**config.mk**
```make
export PLATFORM = sky130hd
export DESIGN_NAME = ddr_init_seq
export DESIGN_NICKNAME = d
export VERILOG_FILES = /design/src/rtl/ddr_init_seq.sv
export SDC_FILE = /design/constraint.sdc
export NUM_CORES = 1
export LEC_CHECK = 0
export ABC_AREA = 1
export ABC_CLOCK_PERIOD_IN_PS = 2710
export CORE_UTILIZATION = 58
export CTS_CLUSTER_SIZE = 8
export DETAILED_ROUTE_END_ITERATION = 12
export GPL_TIMING_DRIVEN = 0
export HOLD_SLACK_MARGIN = 0.03
export PLACE_DENSITY = 0.9
export RECOVER_POWER = 100
export SYNTH_ARGS = -nofsm -noshare
export SYNTH_HDL_FRONTEND = slang
export SYNTH_SLANG_ARGS = --single-unit
```
**constraint.sdc**
```tcl
create_clock -name core_clk -period 2.71 [get_ports core_clk]
set_clock_uncertainty 0.05 [all_clocks]
set_input_delay 0.271 -clock core_clk [delete_from_list [all_inputs] [get_ports core_clk]]
set_output_delay 0.271 -clock core_clk [all_outputs]
set_load 0.01 [all_outputs]
```
**src/rtl/ddr_init_seq.sv**
```systemverilog
// ============================================================================
// Module      : ddr_init_seq
// Description : DDR3 power-up sequencer: reset/CKE timing, MR2/MR3/MR1/MR0, ZQCL.
// Revision    : 1.0 - initial release
// ============================================================================
`default_nettype none

module ddr_init_seq #(
   parameter int              ADDR_W   = 14,
   parameter int              BANK_W   = 3,
   parameter int              CNT_W    = 20,
   parameter int              T_RESET  = 100000,
   parameter int              T_CKE    = 250000,
   parameter int              T_XPR    = 60,
   parameter int              T_MRD    = 4,
   parameter int              T_MOD    = 12,
   parameter int              T_ZQINIT = 512,
   parameter logic [ADDR_W-1:0] MR0    = '0,
   parameter logic [ADDR_W-1:0] MR1    = '0,
   parameter logic [ADDR_W-1:0] MR2    = '0,
   parameter logic [ADDR_W-1:0] MR3    = '0
) (
   input  logic              core_clk,
   input  logic              core_arstn,
   input  logic              init_start,
   output logic              init_busy,
   output logic              init_done,
   output logic              dfi_reset_n,
   output logic              dfi_cke,
   output logic              dfi_cs_n,
   output logic              dfi_ras_n,
   output logic              dfi_cas_n,
   output logic              dfi_we_n,
   output logic [BANK_W-1:0] dfi_bank,
   output logic [ADDR_W-1:0] dfi_address,
   output logic              dfi_odt
);

   typedef enum logic [3:0] {
      S_IDLE     = 4'd0,
      S_RST_HOLD = 4'd1,
      S_CKE_WAIT = 4'd2,
      S_XPR      = 4'd3,
      S_MRS2     = 4'd4,
      S_MRS3     = 4'd5,
      S_MRS1     = 4'd6,
      S_MRS0     = 4'd7,
      S_ZQCL     = 4'd8,
      S_DONE     = 4'd9
   } state_t;

   state_t             r_state, w_state_nxt;
   logic [CNT_W-1:0]   r_cnt, w_cnt_nxt;
   logic               w_expired;
   logic               w_entry;

   logic               w_reset_n, w_cke, w_cs_n, w_ras_n, w_cas_n, w_we_n;
   logic               w_busy, w_done;
   logic [BANK_W-1:0]  w_bank;
   logic [ADDR_W-1:0]  w_addr;

   assign w_expired = (r_cnt == '0);

   // Next state and wait counter; each timed state exits the cycle after count==0
   always_comb begin
      w_state_nxt = r_state;
      w_cnt_nxt   = r_cnt;
      case (r_state)
         S_IDLE: begin
            if (init_start) begin
               w_state_nxt = S_RST_HOLD;
               w_cnt_nxt   = CNT_W'(T_RESET - 1);
            end
         end
         S_RST_HOLD: if (w_expired) begin
            w_state_nxt = S_CKE_WAIT;
            w_cnt_nxt   = CNT_W'(T_CKE - 1);
         end else w_cnt_nxt = r_cnt - 1'b1;
         S_CKE_WAIT: if (w_expired) begin
            w_state_nxt = S_XPR;
            w_cnt_nxt   = CNT_W'(T_XPR - 1);
         end else w_cnt_nxt = r_cnt - 1'b1;
         S_XPR: if (w_expired) begin
            w_state_nxt = S_MRS2;
            w_cnt_nxt   = CNT_W'(T_MRD - 1);
         end else w_cnt_nxt = r_cnt - 1'b1;
         S_MRS2: if (w_expired) begin
            w_state_nxt = S_MRS3;
            w_cnt_nxt   = CNT_W'(T_MRD - 1);
         end else w_cnt_nxt = r_cnt - 1'b1;
         S_MRS3: if (w_expired) begin
            w_state_nxt = S_MRS1;
            w_cnt_nxt   = CNT_W'(T_MRD - 1);
         end else w_cnt_nxt = r_cnt - 1'b1;
         S_MRS1: if (w_expired) begin
            w_state_nxt = S_MRS0;
            w_cnt_nxt   = CNT_W'(T_MOD - 1);
         end else w_cnt_nxt = r_cnt - 1'b1;
         S_MRS0: if (w_expired) begin
            w_state_nxt = S_ZQCL;
            w_cnt_nxt   = CNT_W'(T_ZQINIT - 1);
         end else w_cnt_nxt = r_cnt - 1'b1;
         S_ZQCL: if (w_expired) begin
            w_state_nxt = S_DONE;
            w_cnt_nxt   = '0;
         end else w_cnt_nxt = r_cnt - 1'b1;
         S_DONE: begin
            w_state_nxt = S_DONE;
            w_cnt_nxt   = '0;
         end
         default: begin
            w_state_nxt = S_IDLE;
            w_cnt_nxt   = '0;
         end
      endcase
   end

   // Outputs are decoded from the upcoming state so they register alongside it;
   // the command cycle is the first cycle of an MRS/ZQCL state.
   assign w_entry = (w_state_nxt != r_state);

   always_comb begin
      w_reset_n = 1'b1;
      w_cke     = 1'b1;
      w_cs_n    = 1'b0;
      w_ras_n   = 1'b1;
      w_cas_n   = 1'b1;
      w_we_n    = 1'b1;
      w_bank    = '0;
      w_addr    = '0;
      w_busy    = 1'b1;
      w_done    = 1'b0;
      case (w_state_nxt)
         S_IDLE: begin
            w_reset_n = 1'b0;
            w_cke     = 1'b0;
            w_cs_n    = 1'b1;
            w_busy    = 1'b0;
         end
         S_RST_HOLD: begin
            w_reset_n = 1'b0;
            w_cke     = 1'b0;
            w_cs_n    = 1'b1;
         end
         S_CKE_WAIT: begin
            w_cke  = 1'b0;
            w_cs_n = 1'b1;
         end
         S_MRS2, S_MRS3, S_MRS1, S_MRS0: begin
            if (w_entry) begin
               w_ras_n = 1'b0;
               w_cas_n = 1'b0;
               w_we_n  = 1'b0;
               case (w_state_nxt)
                  S_MRS2:  begin w_bank = BANK_W'(2); w_addr = MR2; end
                  S_MRS3:  begin w_bank = BANK_W'(3); w_addr = MR3; end
                  S_MRS1:  begin w_bank = BANK_W'(1); w_addr = MR1; end
                  default: begin w_bank = BANK_W'(0); w_addr = MR0; end
               endcase
            end
         end
         S_ZQCL: begin
            if (w_entry) begin
               w_we_n     = 1'b0;
               w_addr[10] = 1'b1;
            end
         end
         S_DONE: begin
            w_busy = 1'b0;
            w_done = 1'b1;
         end
         default: ;
      endcase
   end

   always_ff @(posedge core_clk or negedge core_arstn) begin
      if (!core_arstn) begin
         r_state     <= S_IDLE;
         r_cnt       <= '0;
         dfi_reset_n <= 1'b0;
         dfi_cke     <= 1'b0;
         dfi_cs_n    <= 1'b1;
         dfi_ras_n   <= 1'b1;
         dfi_cas_n   <= 1'b1;
         dfi_we_n    <= 1'b1;
         dfi_bank    <= '0;
         dfi_address <= '0;
         dfi_odt     <= 1'b0;
         init_busy   <= 1'b0;
         init_done   <= 1'b0;
      end else begin
         r_state     <= w_state_nxt;
         r_cnt       <= w_cnt_nxt;
         dfi_reset_n <= w_reset_n;
         dfi_cke     <= w_cke;
         dfi_cs_n    <= w_cs_n;
         dfi_ras_n   <= w_ras_n;
         dfi_cas_n   <= w_cas_n;
         dfi_we_n    <= w_we_n;
         dfi_bank    <= w_bank;
         dfi_address <= w_addr;
         dfi_odt     <= 1'b0;
         init_busy   <= w_busy;
         init_done   <= w_done;
      end
   end

endmodule

`default_nettype wire

```
## Yosys cells after proc, flatten, opt, wreduce, memory -nomap -nowiden

Cells that the tools add are included.

- Bits in registers: 35
- Bits in latches: 0
- Memory bits (writable): 0
- Memory bits (read-only): 0
- Input port bits: 3
- Output and inout bits: 26
- Logic and storage cells: 71
- Memories kept: 0

- $add $sub $neg: 1
- Multiply operators: 0
- Divide/modulo/power cells: 0
- Order comparisons: 0
- Equal/unequal tests: 19
- Shifts and indexed selects: 0
- Mux-type cells: 31
- Bitwise logic cells: 0
- Reduce and logical (&&, ||, !) cells: 9

Operators by type and width:

| operator | count |
|---|---|
| $mux W20 | 7 |
| $pmux W20 S7 | 1 |
| $pmux W4 S10 | 1 |
| $mux W4 | 9 |
| $eq A4 B3 Y1 const B | 8 |
| $logic_not A20 Y1 | 1 |
| $sub A20 B1 Y20 const B | 1 |
| $eq A4 B4 Y1 const B | 4 |
| $eq A4 B2 Y1 const B | 3 |
| $mux W1 | 10 |
| $eq A4 B1 Y1 const B | 2 |
| $logic_not A4 Y1 | 2 |
| $pmux W2 S3 | 1 |
| $reduce_or A3 Y1 | 2 |
| $reduce_or A5 Y1 | 1 |
| $mux W2 | 2 |
| $ne A4 B4 Y1 | 1 |
| $reduce_or A2 Y1 | 2 |
| $reduce_or A4 Y1 | 1 |
| $ne A2 B2 Y1 const B | 1 |

## Logic depth before layout (Yosys ltp)

Gate-level depths: netlist of the first run.

- Word-level depth: 7
- Depth in mapped cells: 12
- Depth with buffers taken out: 12

## Worst setup path after synthesis of the first run

OpenSTA, ideal clock, no wires.

- Path type: flip-flop to flip-flop
- From: reg r_cnt[0]
- To: reg r_cnt[7]
- Library setup time: 132 ps
- Arrival time: 1540 ps
- Data required time: 2528 ps
- Setup slack: 988 ps
- Stages on the path, launching flop included: 11
- Path buffers: 1
- Cells stage by stage: dfrtp_1 -> inv_1 -> ha_1 -> nand2_2 -> nor2_4 -> nand3_4 -> buf_6 -> a21oi_1 -> nand2_1 -> o21ai_1 -> o211ai_1

- Longest elaborated chain between the ends: 3
- Elaborated cells on any way between the ends: 9
- Classes of those cells: add/sub: 1; mux: 7; reduce/logical: 1

RTL lines:

| element | RTL line | text |
|---|---|---|
| from (decl) | 53 | `logic [CNT_W-1:0] r_cnt, w_cnt_nxt;` |
| from (signal assigned) | 193 | `r_cnt <= w_cnt_nxt;` |
| $sub A20 B1 Y20 or $logic_not A20 Y1 (tied branches) | n/a |  |
| $mux W20, or another cell as far along | 103 | `S_ZQCL: if (w_expired) begin` |
| $pmux W20 S7 (*) | 68 | `case (r_state)` |

Mark *: on every way between the ends. The rest lies on a longest branch, timed or not.
A chain may end at the register's enable or synchronous reset.

## Worst setup path in the final report of the first run

- From: reg r_cnt[0]
- To: reg r_cnt[16]

The elaborated chain is that of the path after synthesis.

==> impl_metrics.csv, run 1 <==
group,metric,value,unit
grt,via_count_of_the_first_global_routing_pass,1573,
drt,drcViolationCount,0,
pwr,power_density,462,nW/um^2
yosys,ys_seq_area_share,41.5,%
yosys,ys_dominant_reg_cell,"dfrtp_1",
yosys,synthCells,259,
pwr,power.switching,295,uW
pwr,comb_power_share,11.5,%
yosys,yosys_register_bits,34,
status,outcome,"finished with violations",
sta,timing.final.crit_share,80.9,%
pwr,power.leakage,1.16,nW
final_layout,antennaDiodeCount,0,
pwr,int_power,790,uW
placement,hpwl,3070,microns
critical_path,crit_path_max_fanout,7,
pwr,power.clock.fraction,35.3,%
final_layout,largest_register_ff_count,20,
final_layout,drive_above_1_share,16.9,%
pwr,seq_power_share,53.2,%
clock_network,max-clock-path-buffers,2,
clock_network,cts.sinks,34,
yosys,synth_warnings,0,
final_layout,most_common_library_cell_in_the_layout_ignoring_fill_and_taps,"nand2_1",
clock_network,worst_setup_hold_path_clk_slew,110,ps
floorplan,fp-row-count,21,
grt,grt_antenna_before_repair,0,
worst_hold_path,hold_class,"flop to flop",
sta,totalNegativeSetupSlack,0,ps
status,failed_checks,"capacitance limit, slew limit",
grt,globalRouteTotalUtil,25.4,%
clock_network,tritoncts_clock_tree,"yes",
drt,detail_route.wirelength,4100,microns
pwr,switching_share,27.1,%
clock_network,numCtsBuffers,5,
clock_network,post_cts_buffers,0,
placement,placement.io_buffers,13,
grt,global_route_wire_length_before_repair,6860,microns
drt,first_pass_iters,4,
yosys,synth.lib_cells_used.distinct,34,
pwr,power.ir.vdd_worst,0.000342,V
drt,antenna_violating_nets_post_route,0,
sta,finalHoldWorstSlack,489,ps
clock_network,clk_latency,350,ps
yosys,synthesis.area_per_instance,7.95,sq um
sta,timing_worst_slew_pin_value,1760,ps
sta,finalHoldViolCount,0,
final_layout,largest_register,"r_cnt",
yosys,synth-async-reset-ratio,100,%
sta,period_minus_slack,2190,ps
sta,fmax,0.456,GHz
grt,maximum_number_of_pins_on_one_net_before_global_route_repair,35,
drt,first_iter_violations,117,
final_layout,layout.cells.most_common_list,"nand2_1 (49), inv_1 (32), dfrtp_1 (31), nor2_1 (25), o21ai_0 (21)",
critical_path,critPathRequiredTime,2890,ps
grt,grt.overflow.total,0,
drt,num_vias,1721,
clock_network,cts-root-buf,"clkbuf_4",
final_layout,number_of_fillers_in_the_final_layout,278,
critical_path,cp_class,"flop to flop",
sta,grt_setup_unrepaired,"no",
drt,detail_route.wl_per_cell,12.0,microns
critical_path,critical_path.endpoint_type,"flop",
critical_path,cp-start-kind,"flop",
run,cap_viol_max_count,1,
floorplan,start_util,61.2,%
clock_network,number_of_h_tree_levels,2,
drt,avgViaCountPerCell,5.05,
final_layout,layout-area-overhead-vs-synth,14.0,%
floorplan,die_area,3790,sq um
yosys,synthesis.area,2060,sq um
sta,slew_violations,35,
critical_path,cp_data_arrival_time,2370,ps
floorplan,i_o_pins,29,
sta,finalSetupViolCount,0,
yosys,post_synth_edffs,0,
placement,gp_congestion,0.876,
final_layout,finalNetCount,298,
floorplan,core_area,3360,sq um
sta,relSlewSlack,-17.6,%
final_layout,top_regs,"r_cnt x20, r_state x4, dfi_bank x2",
floorplan,width_of_the_die,61.6,microns
floorplan,die_height,61.6,microns
==> cells in the mapped netlist, types with 2 or more instances <==
library cell | instances | area [sq um]
a21oi_1 | 9 | 45.0
buf_4 | 18 | 135
dfrtp_1 | 31 | 776
dfstp_2 | 3 | 78.8
inv_1 | 31 | 116
inv_2 | 4 | 15.0
nand2_1 | 47 | 176
nand2_2 | 5 | 31.3
nand3_1 | 15 | 75.1
nand4_1 | 2 | 12.5
nor2_1 | 24 | 90.1
nor2_2 | 8 | 50.1
nor2_4 | 3 | 33.8
nor3_1 | 3 | 15.0
o211ai_1 | 3 | 22.5
o21ai_0 | 16 | 80.1
o21ai_1 | 7 | 35.0
o221ai_1 | 3 | 26.3
o22ai_1 | 2 | 12.5
xor2_1 | 11 | 96.3
==> power by group through the flow <==
stage,Sequential (mW),Combinational [mW],Clock (mW)
final,0.577,0.125,0.383
after global routing,0.582,0.147,0.403
after CTS,0.578,0.129,0.384
after detailed placement,0.588,0.127,0
after global placement,0.585,0.124,0
after floorplan,0.579,0.101,0
==> per-stage QoR <==
step / total power [mW] / cell area, sq um / utilization (%) / std cells / setup slack, ps
floorplan: 0.680 / 2110 / - / 273 / 988
global placement: 0.709 / 2300 / 68.3 / 332 / 634
detailed placement: 0.715 / 2290 / 68.2 / 332 / 721
CTS: 1.09 / 2390 / 70.9 / 341 / 698
global route: 1.13 / 2350 / 69.8 / 341 / 267
finish: 1.09 / 2350 / 69.8 / 341 / 519
==> per-layer routing <==
metal  track usage, %  wire (microns)
met5                0               0
met4             11.1              68
met3             4.41             178
met2             40.9            1880
met1             33.9            1970
==> cells by family (layout without fill, tap and decap cells) <==
family / count (synthesis) / after routing / synth area share, %
adder cells (fa/ha/maj): 1 / 1 / 0.608
buffers and inverters: 54 / 76 / 13.5
AND/OR/NAND/NOR: 113 / 113 / 26.4
other: 1 / 15 / 0.182
XOR/XNOR: 12 / 12 / 5.11
flip-flops: 34 / 34 / 41.5
AO/OA/AOI/OAI: 44 / 44 / 12.6
==> worst max-delay path, cell delays in order, from the launching register on <==
cell,delay (ps)
dfrtp_1,390
inv_1,90
ha_1,240
nand2_2,110
nor2_4,190
nand3_1,280
nand2_1,270
inv_1,100
nor2_2,210
o221ai_1,140
==> what timing repair did <==
| item | 4_1_cts | 5_1_grt |
|---|---|---|
| gates resized for setup | 0 | 0 |
| endpoints found under the setup margin | 0 | 0 |
| endpoints found under the hold margin | 31 | 0 |
| hold buffers | 1 | 0 |
==> path summary, 6_finish.rpt <==
check	startpoint	endpoint	slack, ps	cells after the start
worst max-delay path	r_cnt[0]$_DFFE_PN0P_	r_cnt[16]$_DFFE_PN0P_	520	9
worst min-delay path	r_cnt[19]$_DFFE_PN0P_	r_cnt[19]$_DFFE_PN0P_	490	2
worst max register to register	r_cnt[0]$_DFFE_PN0P_	r_cnt[16]$_DFFE_PN0P_	520	9
worst min register to register	r_cnt[19]$_DFFE_PN0P_	r_cnt[19]$_DFFE_PN0P_	490	2
max in group asynchronous	core_arstn	r_cnt[13]$_DFFE_PN0P_	730	2
min in group asynchronous	core_arstn	r_cnt[9]$_DFFE_PN0P_	860	2
==> area by class of cell <==
class	count	area [sq um]	area share [%]
plain buffers	19	146	6.24
multi-input cells	185	940	40.1
flip-flops and latches	34	855	36.4
repair buffers	14	134	5.71
clock buffers	5	37.5	1.60
clock inverters	3	45.0	1.92
inverters	35	131	5.60
well taps	46	57.6	2.45
Power figures use the tool's default switching activity.
==> run 2, diff against run 1 <==
Settings changed: ABC_CLOCK_PERIOD_IN_PS 2710 to 2200, CORE_UTILIZATION 58 to 54, PLACE_DENSITY 0.9 to 0.85.
Clock period 2.71 ns to 2.2 ns, I/O delays scaled along.
==> impl_metrics.csv, run 2 (synthesized netlist as in run 1, its figures left out) <==
group,metric,value,unit
status,outcome,"completed",
critical_path,worstSetupEndpoint,"r_cnt[16]$_DFFE_PN0P_",
placement,place_ws,187,ps
run,cap_viol_max_count,0,
pwr,seq_power_share,53.5,%
grt,global_route_wire_length_before_repair,7250,microns
critical_path,critPathSlowestCell,"dfrtp_1",
sta,relSlewSlack,44.3,%
sta,timing_worst_slew_pin_value,836,ps
grt,grt.overflow.total,0,
clock_network,worst_setup_hold_path_clk_slew,70,ps
placement,hpwl,3080,microns
drt,detail_route.wirelength,4220,microns
final_layout,number_of_fillers_in_the_final_layout,302,
drt,detail_route.wl_per_cell,12.3,microns
drt,route.met3.wl,225,microns
sta,grt_setup_unrepaired,"no",
pwr,int_power,958,uW
final_layout,layout-area-overhead-vs-synth,15.3,%
clock_network,cts-root-buf,"clkbuf_8",
drt,antenna_violating_nets_post_route,0,
drt,first_pass_iters,4,
drt,num_vias,1746,
floorplan,core_area,3660,sq um
drt,avgViaCountPerCell,5.09,
floorplan,start_util,56.2,%
clock_network,clk_latency,290,ps
grt,via_count_of_the_first_global_routing_pass,1663,
final_layout,most_common_library_cell_in_the_layout_ignoring_fill_and_taps,"nand2_1",
floorplan,i_o_pins,29,
clock_network,numCtsBuffers,5,
sta,timing.final.crit_share,91.4,%
critical_path,critPathRequiredTime,2310,ps
critical_path,worst-r2r-cell-count,9,
final_layout,multi_input_area,956,sq um
critical_path,setup.worst_path.start,"r_cnt[0]$_DFFE_PN0P_",
critical_path,reg2reg_slack,190,ps
critical_path,critical_path_depth,9,
critical_path,crit_path_max_fanout,7,
pwr,power_density,561,nW/um^2
grt,globalRouteTotalUtil,22.8,%
clock_network,number_of_h_tree_levels,2,
sta,slew_violations,0,
critical_path,cp_data_arrival_time,2130,ps
clock_network,cts.sinks,34,
grt,maximum_number_of_pins_on_one_net_before_global_route_repair,35,
clock_network,max-clock-path-buffers,2,
sta,totalNegativeSetupSlack,0,ps
critical_path,delay_of_the_slowest_cell_on_the_worst_path,370,ps
final_layout,layout.cells.most_common_list,"nand2_1 (48), inv_1 (33), dfrtp_1 (31), nor2_1 (25), o21ai_0 (20)",
pwr,power.leakage,1.18,nW
critical_path,r2r-start,"r_cnt[0]$_DFFE_PN0P_",
pwr,power.clock.fraction,34.9,%
floorplan,fp-row-count,22,
critical_path,critical_path.endpoint_type,"flop",
sta,fin_worst_setup_slack,189,ps
sta,period_minus_slack,2010,ps
critical_path,critical_path.top_delay_family,"simple AND/OR/NAND/NOR gates",
worst_hold_path,hold_class,"flop to flop",
final_layout,largest_register_ff_count,20,
clock_network,tritoncts_clock_tree,"yes",
floorplan,width_of_the_die,63.7,microns
critical_path,rr_endpoint,"r_cnt[16]$_DFFE_PN0P_",
drt,route.layer.met1.wl,1860,microns
final_layout,finalNetCount,298,
critical_path,cp-start-kind,"flop",
placement,placement.io_buffers,13,
pwr,power.ir.vdd_worst,0.000351,V
final_layout,drive_above_1_share,17.3,%
critical_path,timing.critical_path.mode_cell,"inv_1",
placement,gp_congestion,0.915,
drt,top_layer_reached_by_signal_wires,"met4",
pwr,switching_share,28.1,%
drt,drcViolationCount,0,
final_layout,largest_register,"r_cnt",
sta,fmax,0.497,GHz
sta,finalHoldViolCount,0,
drt,first_iter_violations,126,
floorplan,die_height,63.7,microns
final_layout,seq_area,855,sq um
critical_path,cp_class,"flop to flop",
drt,routed-wl-met2,2070,microns
sta,finalSetupViolCount,0,
critical_path,worstPathCellList,"inv_1 > ha_1 > nand2_2 > nor2_4 > nand3_4 > nand2_1 > inv_1 > nor2_2 > o221ai_1",
pwr,power.switching,374,uW
critical_path,critPathBufInv,2,
pwr,comb_power_share,11.5,%
grt,grt_antenna_before_repair,0,
final_layout,antennaDiodeCount,0,
floorplan,die_area,4060,sq um
final_layout,top_regs,"r_cnt x20, r_state x4, dfi_bank x2",
run 2: power by group through the flow:
| stage | registers, mW | logic (mW) | clock network (mW) |
|---|---|---|---|
| floorplan | 0.713 | 0.125 | 0 |
| global placement | 0.722 | 0.149 | 0 |
| detailed placement | 0.723 | 0.154 | 0 |
| CTS | 0.713 | 0.156 | 0.475 |
| global route | 0.718 | 0.170 | 0.499 |
| finish | 0.713 | 0.153 | 0.465 |
run 2: worst min path at each step:
stage	start	endpoint	slack (ps)	depth (start not counted)
3_5_place_dp	core_arstn	r_cnt[8]$_DFFE_PN0P_	290	1
2_1_floorplan	core_arstn	dfi_address[10]$_DFF_PN0_	-130	0
5_1_grt	r_cnt[19]$_DFFE_PN0P_	r_cnt[19]$_DFFE_PN0P_	530	2
6_report	r_cnt[19]$_DFFE_PN0P_	r_cnt[19]$_DFFE_PN0P_	490	2
4_1_cts	r_cnt[19]$_DFFE_PN0P_	r_cnt[19]$_DFFE_PN0P_	490	2
3_3_place_gp	r_cnt[19]$_DFFE_PN0P_	r_cnt[19]$_DFFE_PN0P_	470	2
run 2: area by class of cell:
type,count,share of cell area (%)
buffer,19,6.17
clock buffer,5,2.90
clock inverter,3,0.896
inverter,35,5.54
multi-input combinational,185,40.3
sequential,34,36.0
tap,48,2.53
timing repair buffer,14,5.69
run 2: worst min-delay path, cell delays in order, from the launching register on:
cell and delay [ps]:
dfrtp_1 380, inv_1 70, a21oi_1 60
run 2: per-stage QoR:
stage                     utilization [%]  cell area, sq um  hold slack (ps)  power [mW]  std cells
after floorplan                         -              2110             -126       0.838        273
after detailed placement             62.7              2300              288       0.877        334
after global routing                 64.8              2370              529        1.39        343
after CTS                            65.4              2400              495        1.34        343
final                                64.8              2370              494        1.33        343
after global placement               62.9              2300              471       0.871        334
run 2: what timing repair did:
item | 4_1_cts | 5_1_grt
setup buffers | 0 | 0
gates resized for setup | 0 | 1
endpoints found under the hold margin | 31 | 0
hold buffers | 1 | 0
setup endpoints to repair | 0 | 1
run 2: routing by layer:
layer | track usage (%) | vias to the layer above
met1 | 27.2 | 816
li1 | - | 870
met5 | 0 | -
met4 | 9.09 | 0
met3 | 5.89 | 8
met2 | 39.1 | 52
